$ cat config.mk
export PLATFORM = sky130hd
export DESIGN_NAME = reg_bank_ctx
export DESIGN_NICKNAME = d
export VERILOG_FILES = /design/src/rtl/reg_bank_ctx.sv
export SDC_FILE = /design/constraint.sdc
export NUM_CORES = 1
export LEC_CHECK = 0
export BUFFER_PORTS_ARGS = -buffer_cell sky130_fd_sc_hd__buf_2
export CAP_MARGIN = 20
export CORE_MARGIN = 1.5
export CORE_UTILIZATION = 56
export CTS_CLUSTER_SIZE = 30
export DETAILED_ROUTE_END_ITERATION = 16
export GPL_TIMING_DRIVEN = 0
export PLACE_DENSITY = 0.82
export SYNTH_ARGS = -nofsm -noshare
export SYNTH_HDL_FRONTEND = slang
export SYNTH_SLANG_ARGS = --single-unit
export TNS_END_PERCENT = 5
$ cat constraint.sdc
create_clock -name clk -period 3.68 [get_ports clk]
set_input_delay 0 -clock clk [delete_from_list [all_inputs] [get_ports clk]]
set_output_delay 0 -clock clk [all_outputs]
set_load 0.03 [all_outputs]
$ cat src/rtl/reg_bank_ctx.sv
// CPU register file with carry flag, optional write-to-read bypass and a shadow
// context bank that is saved/restored one register per cycle for interrupts.
module reg_bank_ctx #(
  parameter int  DATA_W   = 8,
  parameter int  NUM_REGS = 8,
  parameter bit  BYPASS   = 1'b1,
  localparam int SEL_W    = (NUM_REGS > 1) ? $clog2(NUM_REGS) : 1
) (
  input  logic              clk,
  input  logic              rst,
  input  logic [SEL_W-1:0]  ri_sel,
  input  logic [SEL_W-1:0]  rj_sel,
  output logic [DATA_W-1:0] ri_data,
  output logic [DATA_W-1:0] rj_data,
  input  logic              wr_en,
  input  logic [SEL_W-1:0]  wr_sel,
  input  logic [DATA_W-1:0] wr_data,
  input  logic              c_update,
  input  logic              c_in,
  output logic              c_flag,
  input  logic              save_req,
  input  logic              restore_req,
  output logic              busy,
  output logic              done
);

  typedef enum logic [1:0] {IDLE, SAVE, RESTORE} state_t;

  localparam logic [SEL_W-1:0] LAST = SEL_W'(NUM_REGS - 1);

  state_t            state, state_n;
  logic [SEL_W-1:0]  idx, idx_n;
  logic              done_n;
  logic [DATA_W-1:0] regs   [NUM_REGS];
  logic [DATA_W-1:0] shadow [NUM_REGS];
  logic              shadow_c;
  logic              wr_ok;

  // A write to a select beyond the populated depth is silently dropped.
  assign wr_ok = wr_en && (int'(wr_sel) < NUM_REGS);
  assign busy  = (state != IDLE);

  // NOTE: sequential state uses <= so every flop samples pre-edge values.
  always_ff @(posedge clk or posedge rst) begin
    if (rst) begin
      state <= IDLE;
      idx   <= '0;
      done  <= 1'b0;
    end else begin
      state <= state_n;
      idx   <= idx_n;
      done  <= done_n;
    end
  end

  // NOTE: defaults first so no path leaves a variable unassigned (no latches).
  always_comb begin
    state_n = state;
    idx_n   = idx;
    done_n  = 1'b0;
    case (state)
      IDLE: begin
        if (save_req) begin
          state_n = SAVE;
          idx_n   = '0;
        end else if (restore_req) begin
          state_n = RESTORE;
          idx_n   = '0;
        end
      end
      SAVE, RESTORE: begin
        if (idx == LAST) begin
          state_n = IDLE;
          done_n  = 1'b1;
        end else begin
          idx_n = idx + SEL_W'(1);
        end
      end
      default: state_n = IDLE;
    endcase
  end

  // NOTE: both banks are architectural state cleared by reset, so they are
  // built from resettable flops rather than an unreset RAM.
  always_ff @(posedge clk or posedge rst) begin
    if (rst) begin
      for (int r = 0; r < NUM_REGS; r++) begin
        regs[r]   <= '0;
        shadow[r] <= '0;
      end
      c_flag   <= 1'b0;
      shadow_c <= 1'b0;
    end else begin
      case (state)
        IDLE: begin
          if (wr_ok)    regs[wr_sel] <= wr_data;
          if (c_update) c_flag       <= c_in;
        end
        SAVE: begin
          shadow[idx] <= regs[idx];
          if (idx == LAST) shadow_c <= c_flag;
        end
        RESTORE: begin
          regs[idx] <= shadow[idx];
          if (idx == LAST) c_flag <= shadow_c;
        end
        default: ;
      endcase
    end
  end

  // Bypass only forwards writes that will actually land, and only in IDLE.
  always_comb begin
    ri_data = '0;
    rj_data = '0;
    if (int'(ri_sel) < NUM_REGS) ri_data = regs[ri_sel];
    if (int'(rj_sel) < NUM_REGS) rj_data = regs[rj_sel];
    if (BYPASS && (state == IDLE) && wr_ok) begin
      if (wr_sel == ri_sel) ri_data = wr_data;
      if (wr_sel == rj_sel) rj_data = wr_data;
    end
  end

endmodule

Word-level counts from Yosys, hierarchy flattened
Index checks and enable logic that the tools add are counted.
Storage, ports and cells
  bits in registers: 136
  input port bits: 24
  output and inout bits: 19
  word-level logic and storage cells: 94
Operators by class
  add/subtract/negate cells: 1
  order comparisons: 6
  equal/unequal tests: 11
  mux-type cells: 38
  bitwise operators: 4
  reductions and logical operators: 13
Operators by type and width (count)
  bitwise mux 64 bit: 3
  case mux 64 bit (2 select lines): 1
  2-to-1 mux 8 bit: 14
  binary-select mux 8 bit (select 3 bit): 4
  2-to-1 mux 64 bit: 1
  demux 8 bit (select 3 bit): 2
  >= comparator 4 bit (second input constant): 4
  inverter 3 -> 4 bit: 4
  inequality test 2 bit (second input constant): 5
  2-to-1 mux 3 bit: 3
  < comparator 4 x 1 -> 1 bit (second input constant): 2
  == test 3 bit: 2
  2-to-1 mux 2 bit: 3
  case mux 3 bit (2 select lines): 1
  AND reduction 2 bit: 3
  AND reduction 3 bit: 2
  nonzero test 2 bit: 3
  2-to-1 mux 1 bit: 4
  case mux 2 bit (2 select lines): 1
  adder 3 x 1 -> 3 bit (second input constant): 1
  == test 3 bit (second input constant): 1
  logical AND 1 bit: 3
  inequality test 3 bit (second input constant): 1
  == test 2 x 1 -> 1 bit (second input constant): 1
  4 further kinds: 4

Depth between registers and ports, before layout
Gate-level depths: netlist of run 1.
  depth in word-level cells: 8
  gate-level depth with buffers: 9
  depth with buffers taken out: 6

Worst setup path after synthesis of run 1
OpenSTA, ideal clock, no wires.
  path type: reg2reg
  start: reg state[0]
  end: reg regs[24] in the netlist's numbering
  library setup time: 0.141 ns
  arrival time: 1.709 ns
  slack: 1.830 ns
  cell stages (with the launch flop): 7
  period minus slack after synthesis: 1.850 ns
  cells stage by stage: dfrtp_1 > inv_1 > ha_1 > mux2_2 > o21ai_1 > buf_2 > o221ai_1
On the way
  longest elaborated chain between the ends: 3
RTL lines
  start, declared: line 31  | state_t state, state_n;
  start signal, assigned: line 50  | state <= state_n;
  logical NOT 2 bit / == test 2 bit (equally long branches): line 94  | case (state)
  inequality test 2 bit (no line) / nonzero test 2 bit (equally long branches)
  AND reduction 2 bit (no line)
  end signal, assigned by index: line 96  | if (wr_ok) regs[wr_sel] <= wr_data;
  end signal, assigned by index: line 104  | regs[idx] <= shadow[idx];
  end, declared: line 34  | logic [DATA_W-1:0] regs [NUM_REGS];
Several ways; a longest one is shown, not always the timed one.
A chain may end at the register's enable or synchronous reset.

Worst setup path after layout of run 1
  start: reg state[0]
  end: out rj_data[0]
On the way
  longest elaborated chain between the ends: 3
RTL lines
  logical NOT 2 bit: line 118  | if (BYPASS && (state == IDLE) && wr_ok) begin
  logical AND 1 bit: line 118
  2-to-1 mux 8 bit: line 118
  end, declared: line 14  | output logic [DATA_W-1:0] rj_data,
No other way between the ends.

==> impl_metrics.tcl, run 1 <==
set metrics [dict create \
    fin_util_pct 65.12 \
    clk_pin_slew_worst_paths_ps 60 \
    power.switching_mw 2.594 \
    firstDrtPassIters 6 \
    cp_max_fo 8 \
    status "complete, no violations" \
    dp_slack_ps 1205 \
    worst-path-buf-inv 2 \
    die-area_sq_um 15770 \
    synth_fp_nets 795 \
    rrSetupSlack_ps 1080 \
    path_cells "inv_1, ha_1, nand2_1, nor4_4, mux2_2, buf_2" \
    layout.nets 854 \
    peakVddDrop_uv 448.4 \
    fill_cells 1097 \
    swShare_pct 39.47 \
    initial_core_util_pct 57.68 \
    slew_headroom_pct 33.04 \
    antenna_violating_nets_post_route 0 \
    crit_path_end_kind "primary output" \
    setup_viol 0 \
    via_per_inst 6.978 \
    max_freq_ghz 0.3525 \
    synthToLayoutAreaGrowth_pct 12.89 \
    diodes 0 \
    grt_pass1_wl_um 39500 \
    period_share_pct 77.08 \
    antenna_found_initial 0 \
    root_buffer "clkbuf_16" \
    die_w_um 125.6 \
    r2r-start "state[0]" \
    cts_made_buffers 17 \
    r2r_cells 8 \
    synth_edf_count 0 \
    cts_post_setup_buffers_inserted 0 \
    avgSynthCellArea_sq_um 10.99 \
    setup_ws_ps 843.4 \
    leakage_nw 4.202 \
    layout-drive-gt1-share_pct 25.54 \
    drc 0 \
    pwr-share-clk_pct 26.4 \
    cts.sinks 136 \
    min_period_ps 2837 \
    ctsHtreeMaxLevel 4 \
    syn_inst 766 \
    yosysSeqAreaShare_pct 40.44 \
    start_kind "register" \
    design_area_sq_um 9500 \
    grt_pass1_vias 7029 \
    drv_cap 0 \
    fin_total_pwr_mw 6.573 \
    seqPwrFrac_pct 34.2 \
    cp_slowest_cell "nor4_4" \
    worstSetupPathType "register to primary output" \
    placeableCoreArea_sq_um 14590 \
    cts_hold_buf 6 \
    critical-path-top-delay-family "simple AND/OR/NAND/NOR gates" \
    critPathMaxStageDelay_ps 810 \
    wl_um 24970 \
    via_count 7132 \
    placement.cell_area_sq_um 8843 \
    ys_ff_latch 136 \
    drt-wirelength-per-cell_um 24.44 \
    clk_latency_ps 430 \
    required_ps 3680 \
    io_pins 43 \
    skew_ps 5.370 \
    grt_max_degree 75 \
    finalHoldViolCount 0 \
    rsz0062_at_grt "false" \
    drt_iter0_drc 960 \
    crit_arrival_ps 2840 \
    grt_overflow_total 0 \
    tightest_slew_ps 996.7 \
    hpwl_um 17800 \
    num_rows 44 \
    async_flop_share_pct 100.0 \
    cts_resized 0 \
    synthFlopType "dfrtp_1" \
    hold_class "primary input to asynchronous set/reset pin" \
    p_comb_share_pct 39.4 \
    gp_congestion 0.9899 \
    ys_warn_count 0 \
    cts_buffer_depth 2 \
    cts_tree "built" \
    io_buffers 33 \
    ys_types 62 \
    slew_violations 0 \
    grt_usage_pct 32.82 \
    fin_tns_setup_ps 0 \
    p_int_mw 3.979 \
    die_h_um 125.6 \
    worstReg2RegEnd "regs[29]" \
    power.density_nw_per_um2 691.9 \
    syn_area_sq_um 8416 \
]
cells in the final DEF, fill, tap and decap left out, drive strengths merged, types with 13 or more instances in the layout:
master	n
buf	92
clkbuf	24
dfrtp	136
mux2	57
mux2i	14
mux4	50
nand2	210
nor2	13
nor2b	13
o21ai	43
o221ai	64
worst max path at each step:
stage / startpoint / end / slack (ps) / cells after the start
2_1_floorplan: rst / c_flag / 40 / 1
6_report: state[0] / rj_data[0] / 840 / 6
5_1_grt: state[0] / rj_data[3] / 660 / 6
3_5_place_dp: state[0] / regs[28] / 1210 / 8
3_3_place_gp: rst / regs[60] / -1550 / 2
4_1_cts: state[0] / rj_data[3] / 830 / 6
flip-flops by register name, indices dropped and copies added (netlist names):
name	cells
regs	64
shadow	64
idx	3
state	2
c_flag	1
done	1
shadow_c	1
routing by layer:
metal | part of all wire [%] | up-vias | track usage (%)
li1 | - | 2998 | -
met1 | 39 | 3458 | 45.06
met2 | 45 | 577 | 49.04
met3 | 11 | 99 | 7.959
met4 | 5.1 | 0 | 16.51
met5 | 0 | - | 0
cell families (layout without fill, tap and decap cells):
kind of cell	Yosys count	after routing	share of synthesized area (%)
and+or+nand+nor	289	289	16.13
AOI/OAI and AO/OA	139	139	12.73
DFF	136	136	40.44
muxes	121	121	24.34
buffers and inverters	70	142	4.996
xor gates and xnor gates	6	6	0.6244
adders and majority gates	5	5	0.7434
cell type report:
class,count,area (sq um),share of cell area [%]
Sequential cell,136,3403,35.82
Timing Repair Buffer,40,252.7,2.660
Tap cell,184,230.2,2.423
Inverter,7,31.28,0.3293
Multi-Input combinational cell,560,4592,48.33
Clock buffer,19,452.9,4.768
Clock inverter,13,143.9,1.515
Buffer,63,394.1,4.149
worst min-delay path: stages:
cell	delay, ps
dlygate4sd3_1	530
buf_2	140
inv_6	480
power by group through the flow:
stage / sequential (mW) / combinational, mW / clock, mW
6_report: 2.25 / 2.59 / 1.73
5_1_grt: 2.28 / 2.77 / 1.81
4_1_cts: 2.23 / 2.54 / 1.73
3_5_place_dp: 2.25 / 2.50 / 0
3_3_place_gp: 2.23 / 2.44 / 0
2_1_floorplan: 2.11 / 1.88 / 0
per-stage QoR:
step | instances | hold slack (ps)
2_1_floorplan | 766 | 170.9
3_3_place_gp | 983 | 294.9
3_5_place_dp | 984 | 158.0
4_1_cts | 1022 | 223.8
5_1_grt | 1022 | 286.7
6_report | 1022 | 232.2
cell usage after synthesis (all sizes together) (2+ instances only):
| library cell | n | share of area [%] |
|---|---|---|
| a311oi | 2 | 0.28 |
| a22o | 2 | 0.21 |
| nor4 | 3 | 0.58 |
| and3 | 3 | 0.22 |
| a221oi | 2 | 0.28 |
| a21boi | 2 | 0.18 |
| buf | 58 | 4.4 |
| nor2b | 13 | 0.97 |
| and4b | 5 | 0.59 |
| nand2b | 2 | 0.15 |
| o2bb2ai | 3 | 0.31 |
| mux2 | 57 | 7.6 |
| mux2i | 14 | 2.3 |
| dfrtp | 136 | 40 |
| ha | 5 | 0.74 |
| nand3b | 3 | 0.27 |
| mux4 | 50 | 14 |
| o221ai | 64 | 6.7 |
| inv | 7 | 0.31 |
| nor4b | 4 | 0.42 |
| nand2 | 210 | 9.4 |
| nor4bb | 5 | 0.59 |
| and2 | 4 | 0.30 |
| clkbuf | 5 | 0.24 |
| o21ai | 43 | 2.8 |
| a21o | 3 | 0.27 |
| nor2 | 13 | 0.58 |
| nor3b | 4 | 0.54 |
| nand3 | 10 | 0.59 |
| o211a | 2 | 0.24 |
| xor2 | 6 | 0.62 |
| and2b | 3 | 0.27 |
| a21oi | 11 | 0.97 |
| and3b | 2 | 0.21 |
Note: power is estimated with default switching activity, not from simulation.
==> inputs of run 2 (changes only) <==
--- a/config.mk
+++ b/config.mk
@@ -5,14 +5,15 @@
 export SDC_FILE = /design/constraint.sdc
 export NUM_CORES = 1
 export LEC_CHECK = 0
+export ABC_AREA = 1
 export BUFFER_PORTS_ARGS = -buffer_cell sky130_fd_sc_hd__buf_2
 export CAP_MARGIN = 20
 export CORE_MARGIN = 1.5
-export CORE_UTILIZATION = 56
+export CORE_UTILIZATION = 62
 export CTS_CLUSTER_SIZE = 30
 export DETAILED_ROUTE_END_ITERATION = 16
 export GPL_TIMING_DRIVEN = 0
-export PLACE_DENSITY = 0.82
+export PLACE_DENSITY = 0.86
 export SYNTH_ARGS = -nofsm -noshare
 export SYNTH_HDL_FRONTEND = slang
 export SYNTH_SLANG_ARGS = --single-unit
==> constraint.sdc (replaced) <==
create_clock -name clk -period 2.85 [get_ports clk]
set_input_delay 0 -clock clk [delete_from_list [all_inputs] [get_ports clk]]
set_output_delay 0 -clock clk [all_outputs]
set_load 0.03 [all_outputs]
==> run 2 against run 1 <==
- sequential power up 42%
- design area increased by 1.7%
- highest routed layer unchanged
- total power up 44%
- clock power is 33% higher
- critical path depth rose by 4
- non-clock buffer count up 4
- setup slack worse by 580 ps
- combinational power is 53% higher
- clock-buffer cell count unchanged
- global-route usage rose by 14 points
- critical path type unchanged
==> impl_metrics.tcl, run 2 <==
set metrics [dict create \
    fin_tns_setup_ps 0 \
    final_cell_mix "nand2_1, nand3_1, dfrtp_1" \
    wl_met3_um 4332 \
    ctsHtreeMaxLevel 4 \
    rsz0062_at_grt "false" \
    layout_commonest_cell "nand2_1" \
    setup_ws_ps 266.7 \
    tightest_slew_ps 713.8 \
    via_per_inst 6.172 \
    antenna_found_initial 0 \
    antenna_violating_nets_post_route 0 \
    min_period_ps 2583 \
    slew_violations 0 \
    worstReg2RegEnd "regs[56]" \
    placeableCoreArea_sq_um 13350 \
    syn_inst 1304 \
    drc 0 \
    clk_latency_ps 430 \
    synth_top_area_cell "dfrtp_1" \
    cts_tree "built" \
    ys_types 34 \
    rrSetupSlack_ps 460 \
    cts_made_buffers 17 \
    leakage_nw 4.773 \
    layout.nets 1394 \
    slew_headroom_pct 51.91 \
    yosysMostFrequentCell "nand2_1" \
    grt_max_degree 44 \
    period_share_pct 90.64 \
    r2r_cells 8 \
    clk_pin_slew_worst_paths_ps 60 \
    via_count 9591 \
    top_regs "regs: 64 flops, shadow: 64 flops, idx: 3 flops" \
    hpwl_um 24340 \
    start_kind "register" \
    syn_area_sq_um 8553 \
    yosysSeqAreaShare_pct 39.79 \
    synth_top_area_share_pct 39.79 \
    r2r-start "state[0]" \
    top_layer "met4" \
    avgSynthCellArea_sq_um 6.559 \
    die-area_sq_um 14510 \
    hold_class "primary input to register" \
    whs_ps 13.49 \
    gp_congestion 1.136 \
    grt_usage_pct 46.57 \
    io_buffers 35 \
    netlist_top_cells_count "nand2_1, nand3_1, dfrtp_1" \
    diodes 0 \
    dr_wl_met2_um 13950 \
    setup_viol 0 \
    dp.cells 1518 \
    cp_max_fo 10 \
    grt_pass1_wl_um 49650 \
    power.density_nw_per_um2 979.4 \
    firstDrtPassIters 12 \
    required_ps 2850 \
    wl_met1_um 11950 \
    status "complete, no violations" \
    finalHoldViolCount 0 \
    synth_edf_count 0 \
    min_from "c_update" \
    drt_iter0_drc 1657 \
    grt_pass1_vias 8759 \
    max_freq_ghz 0.3871 \
    peakVddDrop_uv 663.8 \
    grt_overflow_total 0 \
    async_flop_share_pct 100.0 \
    root_buffer "clkbuf_16" \
    layout-drive-gt1-share_pct 10.89 \
    worstSetupPathType "register to primary output" \
    cts_resized 0 \
    synth_fp_nets 1333 \
    final_cells 1554 \
    cts_buffer_depth 2 \
    hold_depth 5 \
    crit_arrival_ps 2580 \
    ys_ff_latch 136 \
    synthToLayoutAreaGrowth_pct 12.98 \
    drt-wirelength-per-cell_um 20.99 \
    die_h_um 120.5 \
    wl_um 32620 \
    drv_cap 0 \
    min_to "c_flag" \
    ys_warn_count 0 \
    skew_ps 11.28 \
    crit_path_end_kind "primary output" \
    cts.sinks 136 \
    synthFlopType "dfrtp_1" \
    dp_slack_ps 659.0 \
    num_rows 42 \
    die_w_um 120.5 \
    initial_core_util_pct 64.08 \
    yosys-top-cells-area "dfrtp_1, nand2_1, nand3_1" \
    io_pins 43 \
]
## run 2: cell types whose count changed after synthesis, sizes merged, moves of 15 or more
| cell | before | now |
|---|---|---|
| inv | 7 | 117 |
| mux2 | 57 | 0 |
| o221ai | 64 | 0 |
| nor2 | 13 | 99 |
| nand3 | 10 | 153 |
| nand2 | 210 | 514 |
| o21ai | 43 | 137 |
| nor3 | 1 | 16 |
| mux4 | 50 | 0 |
| a31oi | 1 | 16 |
## run 2: per-stage QoR
step / util (%) / area, sq um / power [mW]
after floorplan: - / 8557 / 5.534
after global placement: 67.07 / 8952 / 6.813
after detailed placement: 67.52 / 9012 / 6.907
after CTS: 72.39 / 9663 / 9.193
after global routing: 72.39 / 9663 / 9.836
final: 72.39 / 9663 / 9.464
## run 2: worst max-delay path, cell delays in order (launching register included)
cell      delay [ps]
dfrtp_1          410
inv_1            100
ha_1             240
nand2_1          210
o21bai_1         220
nor2_1            90
nand2_1          190
clkbuf_1         250
o21ai_0          210
inv_1             50
buf_2            170
## run 2: worst max-delay path by stage
stage | from | end | slack [ps] | cells past startpoint
final | state[1] | rj_data[2] | 270 | 10
after global routing | state[0] | rj_data[5] | 90 | 11
after floorplan | state[0] | regs[26] | 1020 | 9
after detailed placement | state[0] | regs[56] | 660 | 8
after global placement | rst | regs[9] | 370 | 2
after CTS | state[1] | rj_data[2] | 320 | 10
## run 2: layer usage
metal / up-vias / global-route usage (%)
li1: 4295 / -
met1: 4323 / 61.26
met2: 798 / 68.36
met3: 175 / 11.42
met4: 0 / 30.96
met5: - / 0
## run 2: report_power, final
part	switching (mW)	leakage (nW)	internal, mW
registers	0.686	1.86	2.51
logic	2.90	2.62	1.07
clock network	0.888	0.295	1.41
## run 2: what timing repair did
item	in CTS	in global routing
hold endpoints to repair	100	0
setup buffers	0	0
hold buffers	4	0
## run 2: cells by family after synthesis
family | share of synthesized area, %
AND/OR/NAND/NOR | 38.30
AO/OA/AOI/OAI | 11.85
buffers and inverters | 9.114
flip-flops | 39.79
XOR/XNOR | 0.1024
adder cells (fa/ha/maj) | 0.7314
multiplexers | 0.1170
## run 2: final cells by class
class	count	area [sq um]
plain buffers	65	334.1
clock buffers	19	442.9
clock inverters	13	167.7
fillers	1073	3685
inverters	118	449.2
multi-input cells	985	4370
flip-flops and latches	136	3403
well taps	176	220.2
repair buffers	42	275.3
==> inputs of run 3 (changes only) <==
--- a/config.mk
+++ b/config.mk
@@ -14,6 +14,8 @@
 export DETAILED_ROUTE_END_ITERATION = 16
 export GPL_TIMING_DRIVEN = 0
 export PLACE_DENSITY = 0.86
+export REMOVE_ABC_BUFFERS = 1
+export SLEW_MARGIN = 10
 export SYNTH_ARGS = -nofsm -noshare
 export SYNTH_HDL_FRONTEND = slang
 export SYNTH_SLANG_ARGS = --single-unit
==> run 3 against run 2 <==
- critical path depth shrank 2
- clock power fell by 8%
- global-route usage down 6.1 points
- hold slack better by 20 ps
- critical endpoint is now regs[57]
==> impl_metrics.tcl, run 3 (synthesis gave the netlist of run 2 again) <==
set metrics [dict create \
    status "complete, no violations" \
    crit_path_end_kind "register" \
    cp-endpoint "regs[57]" \
    via_count 9223 \
    cp_max_fo 42 \
    drt-wirelength-per-cell_um 19.00 \
    die_w_um 120.5 \
    diodes 0 \
    setup_viol 0 \
    max_freq_ghz 0.3665 \
    setup_ws_ps 121.1 \
    final_cell_mix "nand2_1, nand3_1, dfrtp_1" \
    firstDrtPassIters 9 \
    via_per_inst 6.165 \
    drt_iter0_drc 1503 \
    grt_pass1_vias 8426 \
    worstSetupPathType "register to register" \
    io_pins 43 \
    antenna_violating_nets_post_route 0 \
    io_buffers 42 \
    crit_path_start "state[0]" \
    rsz0062_at_grt "false" \
    grt_usage_pct 40.42 \
    cts_made_buffers 17 \
    hpwl_um 18790 \
    clk_latency_ps 440 \
    cts_buffer_depth 2 \
    drc 0 \
    top_regs "regs: 64 flops, shadow: 64 flops, idx: 3 flops" \
    leakage_nw 4.546 \
    power.density_nw_per_um2 965.5 \
    gp_congestion 0.9382 \
    clk_pin_slew_worst_paths_ps 60 \
    hold_class "primary input to register" \
    r2r_cells 8 \
    layout_commonest_cell "nand2_1" \
    cts.sinks 136 \
    wl_um 28430 \
    peakVddDrop_uv 782.1 \
    tightest_slew_ps 949.9 \
    grt_max_degree 93 \
    synthToLayoutAreaGrowth_pct 9.070 \
    layout.nets 1336 \
    layout-drive-gt1-share_pct 8.636 \
    die_h_um 120.5 \
    dp_slack_ps -124.9 \
    initial_core_util_pct 64.08 \
    cts_tree "built" \
    worstReg2RegEnd "regs[57]" \
    num_rows 42 \
    die-area_sq_um 14510 \
    period_share_pct 95.75 \
    min_period_ps 2729 \
    ctsHtreeMaxLevel 4 \
    grt_pass1_wl_um 44580 \
    rrSetupSlack_ps 120 \
    crit_arrival_ps 3080 \
    slew_violations 0 \
    finalHoldViolCount 0 \
    r2r-start "state[0]" \
    placeableCoreArea_sq_um 13350 \
    root_buffer "clkbuf_16" \
    antenna_found_initial 0 \
    required_ps 3200 \
    grt_overflow_total 0 \
    fin_util_pct 69.89 \
    skew_ps 9.129 \
    slew_headroom_pct 36.60 \
    start_kind "register" \
    drv_cap 0 \
]
-- run 3: changes by cell type in the layout (fill, tap and decap cells not counted), sizes merged --
cell / delta
buf: -47
clkbuf: -12
bufinv: -2
clkinv: +2
clkinvlp: +2
inv: -1
-- run 3: final cells by class --
cell class / instances / area (sq um)
tap: 176 / 220.2
clock buffer: 18 / 429.2
timing repair buffer: 49 / 317.8
fill: 1123 / 4019
multi-input combinational: 985 / 4375
inverter: 118 / 452.9
clock inverter: 14 / 126.4
sequential: 136 / 3407
-- run 3: where the power goes --
group	total, mW	switching (mW)	internal, mW	leakage [nW]
registers	3.30	0.784	2.51	1.86
clock network	2.11	0.905	1.20	0.259
logic	3.60	2.65	0.952	2.43
total	9.01	4.34	4.67	4.55
-- run 3: worst max-delay path: stages (launching register included) --
cell,delay [ps]
dfrtp_1,350
inv_1,80
ha_2,340
buf_12,240
inv_4,410
nand2_1,570
o21ai_0,400
inv_1,70
o21ai_0,160
-- run 3: layer usage --
metal	GRT usage (%)	up-vias	part of all wire (%)
met5	0	-	0
met4	23.97	0	5.6
met3	13.44	131	14
met2	56.43	701	42
met1	54.57	4212	38
li1	-	4179	-
-- run 3: how the worst min path moves through the flow --
| stage | cells past startpoint | endpoint | from |
|---|---|---|---|
| 6_report | 5 | c_flag | c_update |
| 4_1_cts | 5 | c_flag | c_update |
| 2_1_floorplan | 2 | state[0] | save_req |
| 5_1_grt | 5 | c_flag | c_update |
| 3_5_place_dp | 2 | shadow[17] | rst |
| 3_3_place_gp | 3 | state[0] | save_req |
-- run 3: what timing repair did --
action,in CTS,in global routing
gates resized for setup,2,2
buffers inserted,0,0
setup endpoints to repair,21,10
hold endpoints to repair,49,0
gates cloned,0,0
hold buffers,4,0
-- run 3: metrics by stage --
step | std cells | TNS (ps) | hold WS (ps) | power, mW | cell area, sq um
after detailed placement | 1460 | -715.2 | 39.74 | 6.657 | 8726
after global placement | 1457 | -397530 | 279.1 | 6.473 | 8650
final | 1496 | 0 | 33.47 | 9.007 | 9329
after CTS | 1496 | 0 | 23.60 | 8.775 | 9325
after floorplan | 1239 | -107370 | 150.1 | 5.296 | 8219
after global routing | 1496 | 0 | 88.06 | 9.391 | 9329
